[src/rtl/btn_debounce_counter_if.sv]
// Button debouncer / press counter signal bundle.
// The master drives the sampled inputs; the slave (the debouncer) drives the results.
interface btn_debounce_counter_if #(
    parameter int unsigned DIGITS = 4
) ();
    logic                  tick_in;
    logic                  btn_in;
    logic                  clr;
    logic                  press_pulse;
    logic                  btn_state;
    logic [4*DIGITS-1:0]   count;
    logic                  overflow;

    modport master (
        output tick_in,
        output btn_in,
        output clr,
        input  press_pulse,
        input  btn_state,
        input  count,
        input  overflow
    );

    modport slave (
        input  tick_in,
        input  btn_in,
        input  clr,
        output press_pulse,
        output btn_state,
        output count,
        output overflow
    );
endinterface

[src/rtl/btn_debounce_counter.sv]
// Debounces a raw button using the divider's slow square wave as a sample strobe,
// and keeps a BCD count of accepted presses. Everything runs on CLK_in.
module btn_debounce_counter #(
    parameter int unsigned STABLE_TICKS = 4,
    parameter int unsigned DIGITS       = 4
) (
    input  logic                    CLK_in,
    input  logic                    RST,
    btn_debounce_counter_if.slave   bus
);

    localparam logic [3:0] StableCnt = 4'(STABLE_TICKS);

    typedef enum logic [1:0] {
        StIdle,
        StDebPress,
        StPressed,
        StDebRelease
    } state_e;

    logic                r_btn_meta;
    logic                r_btn_s;
    logic                r_tick_meta;
    logic                r_tick_s;
    logic                r_tick_prev;
    state_e              r_state;
    logic [3:0]          r_cnt;
    logic                r_press;
    logic                r_btn_state;
    logic [4*DIGITS-1:0] r_count;
    logic                r_overflow;

    logic                w_sample_en;
    logic [3:0]          w_cnt_inc;
    logic [4*DIGITS-1:0] w_count_inc;
    logic                w_wrap;

    // Tick is treated as data: synchronise it and detect its rising edge.
    always_ff @(posedge CLK_in) begin
        if (RST) begin
            r_btn_meta  <= 1'b0;
            r_btn_s     <= 1'b0;
            r_tick_meta <= 1'b0;
            r_tick_s    <= 1'b0;
            r_tick_prev <= 1'b0;
        end else begin
            r_btn_meta  <= bus.btn_in;
            r_btn_s     <= r_btn_meta;
            r_tick_meta <= bus.tick_in;
            r_tick_s    <= r_tick_meta;
            r_tick_prev <= r_tick_s;
        end
    end

    assign w_sample_en = r_tick_s & ~r_tick_prev;
    assign w_cnt_inc   = r_cnt + 4'd1;

    always_ff @(posedge CLK_in) begin
        if (RST) begin
            r_state     <= StIdle;
            r_cnt       <= 4'd0;
            r_press     <= 1'b0;
            r_btn_state <= 1'b0;
        end else begin
            r_press <= 1'b0;
            if (w_sample_en) begin
                case (r_state)
                    StIdle: begin
                        if (r_btn_s) begin
                            if (StableCnt == 4'd1) begin
                                r_state     <= StPressed;
                                r_cnt       <= 4'd0;
                                r_press     <= 1'b1;
                                r_btn_state <= 1'b1;
                            end else begin
                                r_state <= StDebPress;
                                r_cnt   <= 4'd1;
                            end
                        end else begin
                            r_cnt <= 4'd0;
                        end
                    end
                    StDebPress: begin
                        if (r_btn_s) begin
                            if (w_cnt_inc == StableCnt) begin
                                r_state     <= StPressed;
                                r_cnt       <= 4'd0;
                                r_press     <= 1'b1;
                                r_btn_state <= 1'b1;
                            end else begin
                                r_cnt <= w_cnt_inc;
                            end
                        end else begin
                            r_state <= StIdle;
                            r_cnt   <= 4'd0;
                        end
                    end
                    StPressed: begin
                        if (!r_btn_s) begin
                            if (StableCnt == 4'd1) begin
                                r_state     <= StIdle;
                                r_cnt       <= 4'd0;
                                r_btn_state <= 1'b0;
                            end else begin
                                r_state <= StDebRelease;
                                r_cnt   <= 4'd1;
                            end
                        end else begin
                            r_cnt <= 4'd0;
                        end
                    end
                    StDebRelease: begin
                        if (!r_btn_s) begin
                            if (w_cnt_inc == StableCnt) begin
                                r_state     <= StIdle;
                                r_cnt       <= 4'd0;
                                r_btn_state <= 1'b0;
                            end else begin
                                r_cnt <= w_cnt_inc;
                            end
                        end else begin
                            r_state <= StPressed;
                            r_cnt   <= 4'd0;
                        end
                    end
                    default: begin
                        r_state     <= StIdle;
                        r_cnt       <= 4'd0;
                        r_btn_state <= 1'b0;
                    end
                endcase
            end
        end
    end

    // Ripple BCD increment; w_wrap is set when every digit was 9.
    always_comb begin
        logic       carry;
        logic [3:0] digit;
        carry       = 1'b1;
        w_count_inc = r_count;
        for (int i = 0; i < int'(DIGITS); i++) begin
            digit = r_count[4*i +: 4];
            if (carry) begin
                if (digit >= 4'd9) begin
                    w_count_inc[4*i +: 4] = 4'd0;
                end else begin
                    w_count_inc[4*i +: 4] = digit + 4'd1;
                    carry                 = 1'b0;
                end
            end
        end
        w_wrap = carry;
    end

    always_ff @(posedge CLK_in) begin
        if (RST) begin
            r_count    <= '0;
            r_overflow <= 1'b0;
        end else begin
            r_overflow <= 1'b0;
            if (bus.clr) begin
                r_count <= '0;
            end else if (r_press) begin
                r_count    <= w_count_inc;
                r_overflow <= w_wrap;
            end
        end
    end

    assign bus.press_pulse = r_press;
    assign bus.btn_state   = r_btn_state;
    assign bus.count       = r_count;
    assign bus.overflow    = r_overflow;

endmodule
[src/flat_wrapper.sv]
// flat-port wrapper written by rule: the top's interface ports become plain ports
module btn_debounce_counter_flat 
#(
    parameter int unsigned STABLE_TICKS = 4,
    parameter int unsigned DIGITS       = 4
)
  (CLK_in, RST, bus_tick_in, bus_btn_in, bus_clr, bus_press_pulse, bus_btn_state, bus_count, bus_overflow);
  btn_debounce_counter_if #(.DIGITS(DIGITS)) bus_i ();
  input  logic CLK_in;
  input  logic RST;
  input wire logic [$bits(bus_i.tick_in)-1:0] bus_tick_in;
  input wire logic [$bits(bus_i.btn_in)-1:0] bus_btn_in;
  input wire logic [$bits(bus_i.clr)-1:0] bus_clr;
  output wire logic [$bits(bus_i.press_pulse)-1:0] bus_press_pulse;
  output wire logic [$bits(bus_i.btn_state)-1:0] bus_btn_state;
  output wire logic [$bits(bus_i.count)-1:0] bus_count;
  output wire logic [$bits(bus_i.overflow)-1:0] bus_overflow;
  assign bus_i.tick_in = bus_tick_in;
  assign bus_i.btn_in = bus_btn_in;
  assign bus_i.clr = bus_clr;
  assign bus_press_pulse = bus_i.press_pulse;
  assign bus_btn_state = bus_i.btn_state;
  assign bus_count = bus_i.count;
  assign bus_overflow = bus_i.overflow;
  btn_debounce_counter #(.STABLE_TICKS(STABLE_TICKS), .DIGITS(DIGITS)) u_core (.CLK_in(CLK_in), .RST(RST), .bus(bus_i));
endmodule
[config.mk]
export PLATFORM = sky130hd
export DESIGN_NAME = btn_debounce_counter_flat
export DESIGN_NICKNAME = d
export VERILOG_FILES = /design/src/rtl/btn_debounce_counter_if.sv /design/src/rtl/btn_debounce_counter.sv /design/src/flat_wrapper.sv
export SDC_FILE = /design/constraint.sdc
export NUM_CORES = 1
export LEC_CHECK = 0
export ABC_AREA = 1
export CAP_MARGIN = 20
export CORE_AREA = 5 5 62 64
export DETAILED_ROUTE_END_ITERATION = 8
export DIE_AREA = 0 0 67 69
export PLACE_DENSITY = 0.83
export SETUP_SLACK_MARGIN = 0.15
export SLEW_MARGIN = 0
export SYNTH_ARGS = -nofsm -noshare
export SYNTH_HDL_FRONTEND = slang
export SYNTH_SLANG_ARGS = --single-unit
[constraint.sdc]
create_clock -name CLK_in -period 1.8 [get_ports CLK_in]
set_input_delay 0.18 -clock CLK_in [delete_from_list [all_inputs] [get_ports CLK_in]]
set_output_delay 0.18 -clock CLK_in [all_outputs]
set_load 0.02 [all_outputs]
Yosys cells after proc, flatten, opt, wreduce, memory -nomap -nowiden. Index checks and enable logic that the tools add are counted.

Bits in registers: 30. Bits of input ports: 5. Output and inout bits: 19. Logic and storage cells: 81.

Eq/ne operators: 12. $add $sub $neg: 5. $lt $le $gt $ge: 4. Muxes and demuxes: 29. Bitwise logic cells: 7. Reduce and logical (&&, ||, !) cells: 10.

Operator list (number): $mux W4 (7); $add A4 B1 Y4 const B (5); $ge A4 B4 Y1 const B (4); $pmux W4 S4 (1); $mux W1 (13); $mux W2 (6); $ne A2 B1 Y1 const B (4); $pmux W2 S4 (1); $reduce_or A4 Y1 (2); $not A1 Y1 (6); $reduce_and A2 Y1 (3); $reduce_and A6 Y1 (1); $reduce_and A5 Y1 (1); $eq A2 B2 Y1 const B (2); $eq A4 B3 Y1 const B (1); $ne A2 B2 Y1 const B (2); $ne A3 B1 Y1 const B (1); $ne A3 B3 Y1 const B (1); $eq A2 B1 Y1 const B (1); $logic_not A2 Y1 (1); $pmux W1 S2 (1); $reduce_bool A2 Y1 (1); $reduce_or A2 Y1 (1); $and A1 B1 Y1 (1).

Logic depth before layout (Yosys ltp). Gate-level depths: netlist (run 1).

Depth after elaboration: 6. Gate-level depth with buffers: 10. Gate-level depth less buffers: 10.

Worst setup path after synthesis (run 1). OpenSTA, ideal clock, no wires.

Kind: register -> register. Start: register u_core.r_count[4] (netlist: u_core.bus.count[4]). End: register u_core.r_count[12] (netlist: u_core.bus.count[12]). Path buffers: 0. Arrival time: 1.405 ns. Path slack: 0.283 ns. Clock period less this slack: 1.517 ns. Data required time: 1.688 ns. Cell stages (with the launch flop): 9. Library setup time: 0.112 ns. Cell sequence: dfxtp_1 inv_1 ha_1 nand2_1 nand2_1 nor2_8 nand3_1 nand2_2 nor2_1.

Word-level cells in the longest chain between the ends: 5.

RTL lines: start, declared (line btn_debounce_counter.sv:30) `logic [4*DIGITS-1:0] r_count;`; start signal, assigned (line btn_debounce_counter.sv:165) `r_count <= w_count_inc;`; $ge A4 B4 Y1 (line btn_debounce_counter.sv:145) `if (digit >= 4'd9) begin`; $mux W1 (line btn_debounce_counter.sv:145); $mux W1 (2 in series) (line btn_debounce_counter.sv:144) `if (carry) begin`; $reduce_and A2 Y1 (no line).

Every way passes these cells. A chain may end at the register's enable or synchronous reset.

Worst setup path after layout (run 1).
Start: register u_core.r_press (netlist: u_core.bus.press_pulse). End: output port bus_press_pulse.

RTL lines: start, declared (line btn_debounce_counter.sv:28) `logic r_press;`; start signal, assigned (line btn_debounce_counter.sv:62) `r_press <= 1'b0;`; start signal, assigned (line btn_debounce_counter.sv:65) `r_press <= 1'b0;`; start signal, assigned (line btn_debounce_counter.sv:73) `r_press <= 1'b1;`; end, declared (line flat_wrapper.sv:14) `output wire logic [$bits(bus_i.press_pulse)-1:0] bus_press_pulse;`.

No word-level cell between the ends.

==> flow_summary.toml, run 1 <==
[grt]
grt_first_pass_wirelength_um = 5030
first_global_vias = 1174
grt_max_degree = 11
gr-total-overflow = 0
grt_usage = 0.137
grt_antenna_before_repair = 0

[yosys]
synth_top_area_cell = "sky130_fd_sc_hd__dfxtp_1"
synthesis_stage_register_bit_count = 30
syn_avg_cell_area_um2 = 7.43
synth_area_leaders = "sky130_fd_sc_hd__dfxtp_1 (39%), sky130_fd_sc_hd__ha_1 (11%), sky130_fd_sc_hd__nand2_1 (11%)"
post-synth-top-area-fraction = 0.390
ys.warnings.count = 0
synthDistinctLibCells = 27
synth_area_um2 = 1540
synthesis.nets = 226
seq_area_frac_synth = 0.390
synthesis.instances = 207

[clocking]
numClockSinks = 30
cts.repair_timing.setup_buffer_count = 0
clkLatencyLatePin_ps = 320
cts_made_buffers = 5
cts.reportedPaths.clkPinSlew_ps = 80
htreeDepth = 2
tritoncts = "built"
cts_root_buf = "sky130_fd_sc_hd__clkbuf_4"
cts.hold.buffers_added = 0
cts_resized = 1
max-clock-path-buffers = 2

[floorplanning]
initial_utilization = 0.476
design.portCount = 24
die_area_um2 = 4620
area_of_the_core_um2 = 3230
fp.dieH_um = 69
fp-row-count = 21
die_width_um = 67

[hold_path]
holdCritPathClass = "in2reg"

[critical_path]
critical_path_sink_type = "output pin"
crit_type = "reg2out"
cpMaxStageDelayCell = "sky130_fd_sc_hd__clkdlybuf4s50_1"
critical_path.max_stage_delay_ps = 640
critical_path_launch_point_type = "flip-flop"
crit_path_max_fanout = 10
cp.arrival_ps = 1410
crit_path_cell_trace = "clkdlybuf4s50_1"
crit_required_ps = 1620
critPathBufInv = 1
cpLargestDelayFamily = "buffers and inverters"

[final_layout]
area_growth_pct = 21.6
n_fill_cell = 302
final_layout_size_suffix_gt1_frac = 0.0847
insertedDiodeCount = 0
num-nets-final = 255

[sta]
final.period_utilization = 0.884
clock.fmax_mhz = 629
report.final.slew_viol_count = 0
fin_crit_ps = 1590
finalClockSkew_ps = 8.08
timing_hold_violations_final = 0
final_setup_violations = 0
max_slew_margin = 0.789
unrepaired_setup_endpoints_after_global_routing = "no"
fin_tns_setup_ps = 0
post-route-worst-setup-slack_ps = 209
worst_pin_slew_ps = 316

[power]
pwr-share-seq = 0.630
vdd_ir_drop_max_mv = 0.539
power.leakage_nw = 0.792
switchingPower_uw = 239
power.clock.fraction = 0.331
combPwrFrac = 0.040
p_total_mw = 1.07
power_per_cell_area_nw_per_um2 = 574
p_int_uw = 835
power_switching_share = 0.222

[drt]
routed_wl_um = 2950
drc_violation_total_after_the_first_tritonroute_iteration = 73
dr.pass1.iters = 4
avgViaCountPerCell = 4.67
route.detailed.drc = 0
vias = 1318
wire_per_inst_um = 10.4
postRouteAntennaNets = 0

[place]
port_buffers = 23
place.gp.congestion = 0.807
place_ws_ps = 260
post-dp-hpwl_um = 2240

[outcome]
status = "finished clean"

[job]
max_cap_viol_count = 0
[stage by stage]
stage / hold slack, ps / std cells / cell area, um2 / utilization
detailed placement: 395 / 275 / 1820 / 0.564
global route: 383 / 282 / 1870 / 0.579
floorplan: 287 / 207 / 1540 / -
finish: 379 / 282 / 1870 / 0.579
global placement: 393 / 275 / 1820 / 0.564
CTS: 369 / 282 / 1870 / 0.579
[synthesized netlist by cell type]
master,number
sky130_fd_sc_hd__dfxtp_1,30
sky130_fd_sc_hd__a21oi_1,15
sky130_fd_sc_hd__nor2_4,2
sky130_fd_sc_hd__a221oi_1,1
sky130_fd_sc_hd__inv_1,33
sky130_fd_sc_hd__nand3_4,1
sky130_fd_sc_hd__nor2_8,1
sky130_fd_sc_hd__nor3_1,3
sky130_fd_sc_hd__nor2_2,1
sky130_fd_sc_hd__o21ai_1,1
sky130_fd_sc_hd__nand2_1,46
sky130_fd_sc_hd__nand2_4,1
sky130_fd_sc_hd__nand2_2,2
sky130_fd_sc_hd__inv_2,1
sky130_fd_sc_hd__ha_1,14
sky130_fd_sc_hd__or2_2,1
sky130_fd_sc_hd__nand4_1,5
sky130_fd_sc_hd__nand3_2,1
sky130_fd_sc_hd__nor2_1,26
sky130_fd_sc_hd__a41oi_1,1
sky130_fd_sc_hd__or3_1,1
sky130_fd_sc_hd__o21ai_0,4
sky130_fd_sc_hd__nand3_1,11
sky130_fd_sc_hd__a211oi_1,1
sky130_fd_sc_hd__xor2_1,1
sky130_fd_sc_hd__buf_2,2
sky130_fd_sc_hd__nand3b_1,1
[path summary, 6_finish.rpt]
| path | slack (ps) | start | endpoint | depth (start not counted) |
|---|---|---|---|---|
| max | 210 | u_core.bus.press_pulse$_SDFF_PP0_ | bus_press_pulse | 1 |
| min | 380 | bus_tick_in | u_core.r_tick_meta$_SDFF_PP0_ | 3 |
| max reg2reg | 300 | u_core.bus.count[4]$_SDFFE_PP0P_ | u_core.bus.count[12]$_SDFFE_PP0P_ | 8 |
| min reg2reg | 400 | u_core.r_tick_meta$_SDFF_PP0_ | u_core.r_tick_s$_SDFF_PP0_ | 2 |
[power groups by stage]
stage                     clock network, mW  registers, mW  logic (mW)
after floorplan                           0          0.690      0.0263
after global placement                    0          0.691      0.0418
after detailed placement                  0          0.691      0.0427
after CTS                             0.371          0.676      0.0429
after global routing                  0.410          0.677      0.0483
final                                 0.355          0.676      0.0427
[sequential cells by signal, indices dropped and copies added, names as in the netlist, named ones only]
name                    cells
u_core.bus.overflow         1
u_core.r_btn_s              1
u_core.bus.btn_state        1
u_core.r_state              1
u_core.r_tick_prev          1
u_core.r_tick_meta          1
u_core.r_btn_meta           1
u_core.bus.count           16
u_core.bus.press_pulse      1
u_core.r_tick_s             1
u_core.r_cnt                4
[per-layer routing]
metal / vias up / GRT usage / wire [um]
met4: 0 / 0.0518 / 25
li1: 710 / - / -
met2: 22 / 0.217 / 1480
met5: - / 0 / 0
met3: 4 / 0.0422 / 141
met1: 582 / 0.170 / 1300
[logic make-up after synthesis]
| logic type | after synthesis | synth area share |
|---|---|---|
| buffers and inverters | 36 | 0.0894 |
| XOR/XNOR | 1 | 0.00569 |
| AND/OR/NAND/NOR | 103 | 0.320 |
| AO/OA/AOI/OAI | 23 | 0.0813 |
| flip-flops | 30 | 0.390 |
| adder cells (fa/ha/maj) | 14 | 0.114 |
[layout make-up]
| class | count | area (um2) | share of cell area |
|---|---|---|---|
| Tap cell | 46 | 57.6 | 0.0307 |
| Sequential cell | 30 | 603 | 0.322 |
| Inverter | 34 | 128 | 0.0682 |
| Clock buffer | 7 | 45.0 | 0.0241 |
| Timing Repair Buffer | 24 | 238 | 0.127 |
| Multi-Input combinational cell | 141 | 801 | 0.428 |
[layout by cell type, fill, tap and decap left out, types with 2 or more instances in the layout]
| master | count |
|---|---|
| sky130_fd_sc_hd__nand2_1 | 46 |
| sky130_fd_sc_hd__inv_1 | 32 |
| sky130_fd_sc_hd__dfxtp_1 | 28 |
| sky130_fd_sc_hd__nor2_1 | 26 |
| sky130_fd_sc_hd__clkdlybuf4s50_1 | 23 |
| sky130_fd_sc_hd__a21oi_1 | 15 |
| sky130_fd_sc_hd__ha_1 | 14 |
| sky130_fd_sc_hd__nand3_1 | 11 |
| sky130_fd_sc_hd__nand4_1 | 5 |
| sky130_fd_sc_hd__clkbuf_4 | 5 |
| sky130_fd_sc_hd__o21ai_0 | 4 |
| sky130_fd_sc_hd__nor3_1 | 3 |
| sky130_fd_sc_hd__nor2_4 | 2 |
| sky130_fd_sc_hd__nand2_2 | 2 |
| sky130_fd_sc_hd__inv_2 | 2 |
| sky130_fd_sc_hd__clkbuf_1 | 2 |
| sky130_fd_sc_hd__dfxtp_2 | 2 |
Note: power is estimated with default switching activity, not from simulation.
==> run 2: changes to the inputs <==
Settings changed: CTS_BUF_LIST set to sky130_fd_sc_hd__clkbuf_8.
==> flow_summary.toml, run 2 (same netlist as run 1, synthesis figures left out) <==
[clocking]
max-clock-path-buffers = 2
cts.hold.buffers_added = 0
cts_root_buf = "sky130_fd_sc_hd__clkbuf_8"
htreeDepth = 2
cts.repair_timing.setup_buffer_count = 0
numClockSinks = 30
clkLatencyLatePin_ps = 270
tritoncts = "built"
cts.reportedPaths.clkPinSlew_ps = 60
cts_made_buffers = 5

[drt]
postRouteAntennaNets = 0
vias = 1325
avgViaCountPerCell = 4.70
wire_per_inst_um = 10.6
route.detailed.drc = 0
routed_wl_um = 2990
drc_violation_total_after_the_first_tritonroute_iteration = 77
dr.pass1.iters = 4

[critical_path]
crit_path_cell_trace = "clkdlybuf4s50_1"
cpMaxStageDelayCell = "sky130_fd_sc_hd__clkdlybuf4s50_1"
critical_path.max_stage_delay_ps = 640
crit_type = "reg2out"
crit_required_ps = 1620
critPathBufInv = 1
critical_path_launch_point_type = "flip-flop"
cpLargestDelayFamily = "buffers and inverters"
critical_path_sink_type = "output pin"
crit_path_max_fanout = 10
cp.arrival_ps = 1370

[grt]
grt_usage = 0.144
gr-total-overflow = 0
grt_first_pass_wirelength_um = 5150
first_global_vias = 1178
grt_max_degree = 11
grt_antenna_before_repair = 0

[sta]
post-route-worst-setup-slack_ps = 253
worst_pin_slew_ps = 317
timing_hold_violations_final = 0
max_slew_margin = 0.788
final_setup_violations = 0
finalClockSkew_ps = 3.16
unrepaired_setup_endpoints_after_global_routing = "no"
final.period_utilization = 0.859
report.final.slew_viol_count = 0
clock.fmax_mhz = 647
worst_hold_slack_ps = 401
fin_crit_ps = 1550
fin_tns_setup_ps = 0

[power]
power.leakage_nw = 0.816
power_per_cell_area_nw_per_um2 = 630
p_total_mw = 1.20
vdd_ir_drop_max_mv = 0.599

[final_layout]
postLayoutCoreUtil = 0.589
layout.area.seq_um2 = 603
insertedDiodeCount = 0
area_growth_pct = 23.7
n_fill_cell = 290
num-nets-final = 255
final_cell_mix = "sky130_fd_sc_hd__nand2_1 (46), sky130_fd_sc_hd__inv_1 (35), sky130_fd_sc_hd__dfxtp_1 (28)"
layout.cells.most_common = "sky130_fd_sc_hd__nand2_1"
multi_input_comb_area_um2 = 801
final_layout_size_suffix_gt1_frac = 0.0805
largest_register_ffs = 16

[place]
port_buffers = 23
place_ws_ps = 260
post-dp-hpwl_um = 2240
place.gp.congestion = 0.807

[floorplanning]
fp-row-count = 21
area_of_the_core_um2 = 3230
die_area_um2 = 4620
die_width_um = 67
design.portCount = 24
fp.dieH_um = 69
initial_utilization = 0.476

[hold_path]
holdCritPathClass = "reg2reg"

[job]
max_cap_viol_count = 0

[outcome]
status = "finished clean"
run 2: cell types whose count changed in the layout (fill, tap and decap cells not counted):
cell                       previous run  this run
sky130_fd_sc_hd__clkbuf_1             2         0
sky130_fd_sc_hd__inv_2                2         1
sky130_fd_sc_hd__clkbuf_8             0         5
sky130_fd_sc_hd__clkbuf_4             5         0
sky130_fd_sc_hd__inv_1               32        35
run 2: power breakdown:
part | switching, mW | total, mW | internal [mW]
Clock | 0.226 | 0.480 | 0.254
Combinational | 0.0253 | 0.0427 | 0.0174
Sequential | 0.00532 | 0.677 | 0.672
run 2: final cells by class:
type | count | area share
Multi-Input combinational cell | 141 | 0.421
Sequential cell | 30 | 0.317
Timing Repair Buffer | 24 | 0.125
Inverter | 34 | 0.0671
Clock buffer | 5 | 0.0362
Tap cell | 46 | 0.0302
Clock inverter | 2 | 0.00394
run 2: final timing paths:
check / startpoint / to / slack, ps / cells after the start
setup / recovery: u_core.bus.press_pulse$_SDFF_PP0_ / bus_press_pulse / 250 / 1
hold / removal: u_core.r_tick_meta$_SDFF_PP0_ / u_core.r_tick_s$_SDFF_PP0_ / 400 / 2
setup reg to reg: u_core.bus.count[4]$_SDFFE_PP0P_ / u_core.bus.count[12]$_SDFFE_PP0P_ / 300 / 8
hold reg to reg: u_core.r_tick_meta$_SDFF_PP0_ / u_core.r_tick_s$_SDFF_PP0_ / 400 / 2
run 2: per-stage QoR:
| step | instances | instance area [um2] |
|---|---|---|
| floorplan | 207 | 1540 |
| global placement | 275 | 1820 |
| detailed placement | 275 | 1820 |
| CTS | 282 | 1900 |
| global route | 282 | 1900 |
| finish | 282 | 1900 |
run 2: repair_timing:
action,CTS,global route
gates resized for setup,1,1
setup endpoints to repair,1,4
endpoints found under the hold margin,0,0
run 2: layer usage:
layer,GRT usage,routed length (um),vias to the layer above
met5,0,0,-
met4,0.0653,24,0
met3,0.0568,138,2
met2,0.224,1530,23
met1,0.170,1300,593
li1,-,-,707
==> run 3: changes to the inputs <==
Settings changed: CORE_AREA 5 5 62 64 to 5 5 59 61, DIE_AREA 0 0 67 69 to 0 0 64 66, PLACE_DENSITY 0.83 to 0.9.
==> flow_summary.toml, run 3 (same netlist as run 1, synthesis figures left out) <==
[outcome]
status = "finished clean"

[sta]
max_slew_margin = 0.809
final.period_utilization = 0.861
fin_tns_setup_ps = 0
report.final.slew_viol_count = 0
clock.fmax_mhz = 646
unrepaired_setup_endpoints_after_global_routing = "no"
timing_hold_violations_final = 0
worst_hold_slack_ps = 407
worst_pin_slew_ps = 285
finalClockSkew_ps = 4.10
final_setup_violations = 0
fin_crit_ps = 1550

[grt]
most_crowded_layer_gr = "met2"
globalRouteMet3Util = 0.0442
gr-total-overflow = 0
grt_max_degree = 11
first_global_vias = 1308
grt_antenna_before_repair = 0
grtUsageMet1 = 0.150
grt_first_pass_wirelength_um = 5140
grt_usage = 0.153
groute.layer.met2.usage = 0.278

[final_layout]
num-nets-final = 255
final_layout_size_suffix_gt1_frac = 0.0809
largest_register_ffs = 16
area_growth_pct = 22.9
n_fill_cell = 233
insertedDiodeCount = 0
final_cell_mix = "sky130_fd_sc_hd__nand2_1 (46), sky130_fd_sc_hd__inv_1 (33), sky130_fd_sc_hd__dfxtp_1 (29)"
final_cells = 268
layout.cells.most_common = "sky130_fd_sc_hd__nand2_1"

[drt]
routed_wl_um = 2870
dr.pass1.iters = 4
vias = 1375
wire_per_inst_um = 10.7
route.detailed.drc = 0
postRouteAntennaNets = 0
drc_violation_total_after_the_first_tritonroute_iteration = 39
avgViaCountPerCell = 5.13

[critical_path]
critPathBufInv = 1
crit_path_cell_trace = "clkdlybuf4s50_1"
worstSetupStartpoint = "u_core.bus.press_pulse$_SDFF_PP0_"
cpLargestDelayFamily = "buffers and inverters"
launch_point_of_the_worst_reg_to_reg_path = "u_core.bus.count[0]$_SDFFE_PP0P_"
critical_path_sink_type = "output pin"
critical_path.max_stage_delay_ps = 640
crit_path_max_fanout = 10
crit_type = "reg2out"
critical_path_launch_point_type = "flip-flop"
cp.arrival_ps = 1370
crit_required_ps = 1620
cpMaxStageDelayCell = "sky130_fd_sc_hd__clkdlybuf4s50_1"

[power]
vdd_ir_drop_max_mv = 0.536
power_per_cell_area_nw_per_um2 = 652
power.leakage_nw = 0.812

[clocking]
cts_root_buf = "sky130_fd_sc_hd__clkbuf_8"
cts.hold.buffers_added = 0
cts.reportedPaths.clkPinSlew_ps = 60
numClockSinks = 30
max-clock-path-buffers = 2
cts.repair_timing.setup_buffer_count = 0
tritoncts = "built"
clkLatencyLatePin_ps = 280
htreeDepth = 2
cts_made_buffers = 5

[place]
post-dp-hpwl_um = 2260
placedCellCount = 262
place.gp.congestion = 0.834
port_buffers = 23

[job]
max_cap_viol_count = 0

[hold_path]
holdCritPathClass = "reg2reg"
worstHoldStart = "u_core.r_btn_meta$_SDFF_PP0_"

[floorplanning]
initial_utilization = 0.526
fp-row-count = 20
fp.dieH_um = 66
die_width_um = 64
area_of_the_core_um2 = 2930
design.portCount = 24
die_area_um2 = 4220
run 3: cell types whose count changed in the layout (fill, tap and decap cells not counted):
cell | previous run | this run
sky130_fd_sc_hd__clkbuf_8 | 5 | 6
sky130_fd_sc_hd__inv_1 | 35 | 33
sky130_fd_sc_hd__dfxtp_1 | 28 | 29
sky130_fd_sc_hd__dfxtp_2 | 2 | 1
run 3: cell type report:
class	instances	area (um2)	area share
clock buffers	6	82.6	0.0437
inverters	34	128	0.0675
multi-input cells	141	801	0.423
flip-flops and latches	30	602	0.318
well taps	33	41.3	0.0218
repair buffers	24	238	0.126
run 3: worst paths after layout:
kind	slack [ps]	endpoint	cells after the start
setup reg to reg	290	u_core.bus.count[12]$_SDFFE_PP0P_	8
hold / removal	410	u_core.r_btn_s$_SDFF_PP0_	2
hold reg to reg	410	u_core.r_btn_s$_SDFF_PP0_	2
setup / recovery	250	bus_press_pulse	1
run 3: through the flow:
stage               power, mW  setup slack [ps]  area, um2  utilization
floorplan               0.716               283       1540            -
global placement        0.732               336       1810        0.618
detailed placement      0.734               290       1810        0.618
CTS                      1.25               241       1890        0.646
global route             1.28               150       1890        0.646
finish                   1.23               251       1890        0.646
run 3: where the power goes:
| part | switching, mW | internal, mW |
|---|---|---|
| Clock | 0.221 | 0.294 |
| Sequential | 0.00514 | 0.672 |
| Combinational | 0.0247 | 0.0174 |
run 3: what timing repair did:
action / in CTS / in global routing
gates resized for setup: 1 / 0
hold endpoints to repair: 0 / 0
endpoints found under the setup margin: 1 / 0
run 3: metal layers:
| metal | up-vias | routed length [um] | part of all wire |
|---|---|---|---|
| met5 | - | 0 | 0 |
| met4 | 0 | 82 | 0.029 |
| met1 | 621 | 1180 | 0.41 |
| li1 | 711 | - | - |
| met3 | 12 | 146 | 0.051 |
| met2 | 31 | 1460 | 0.51 |
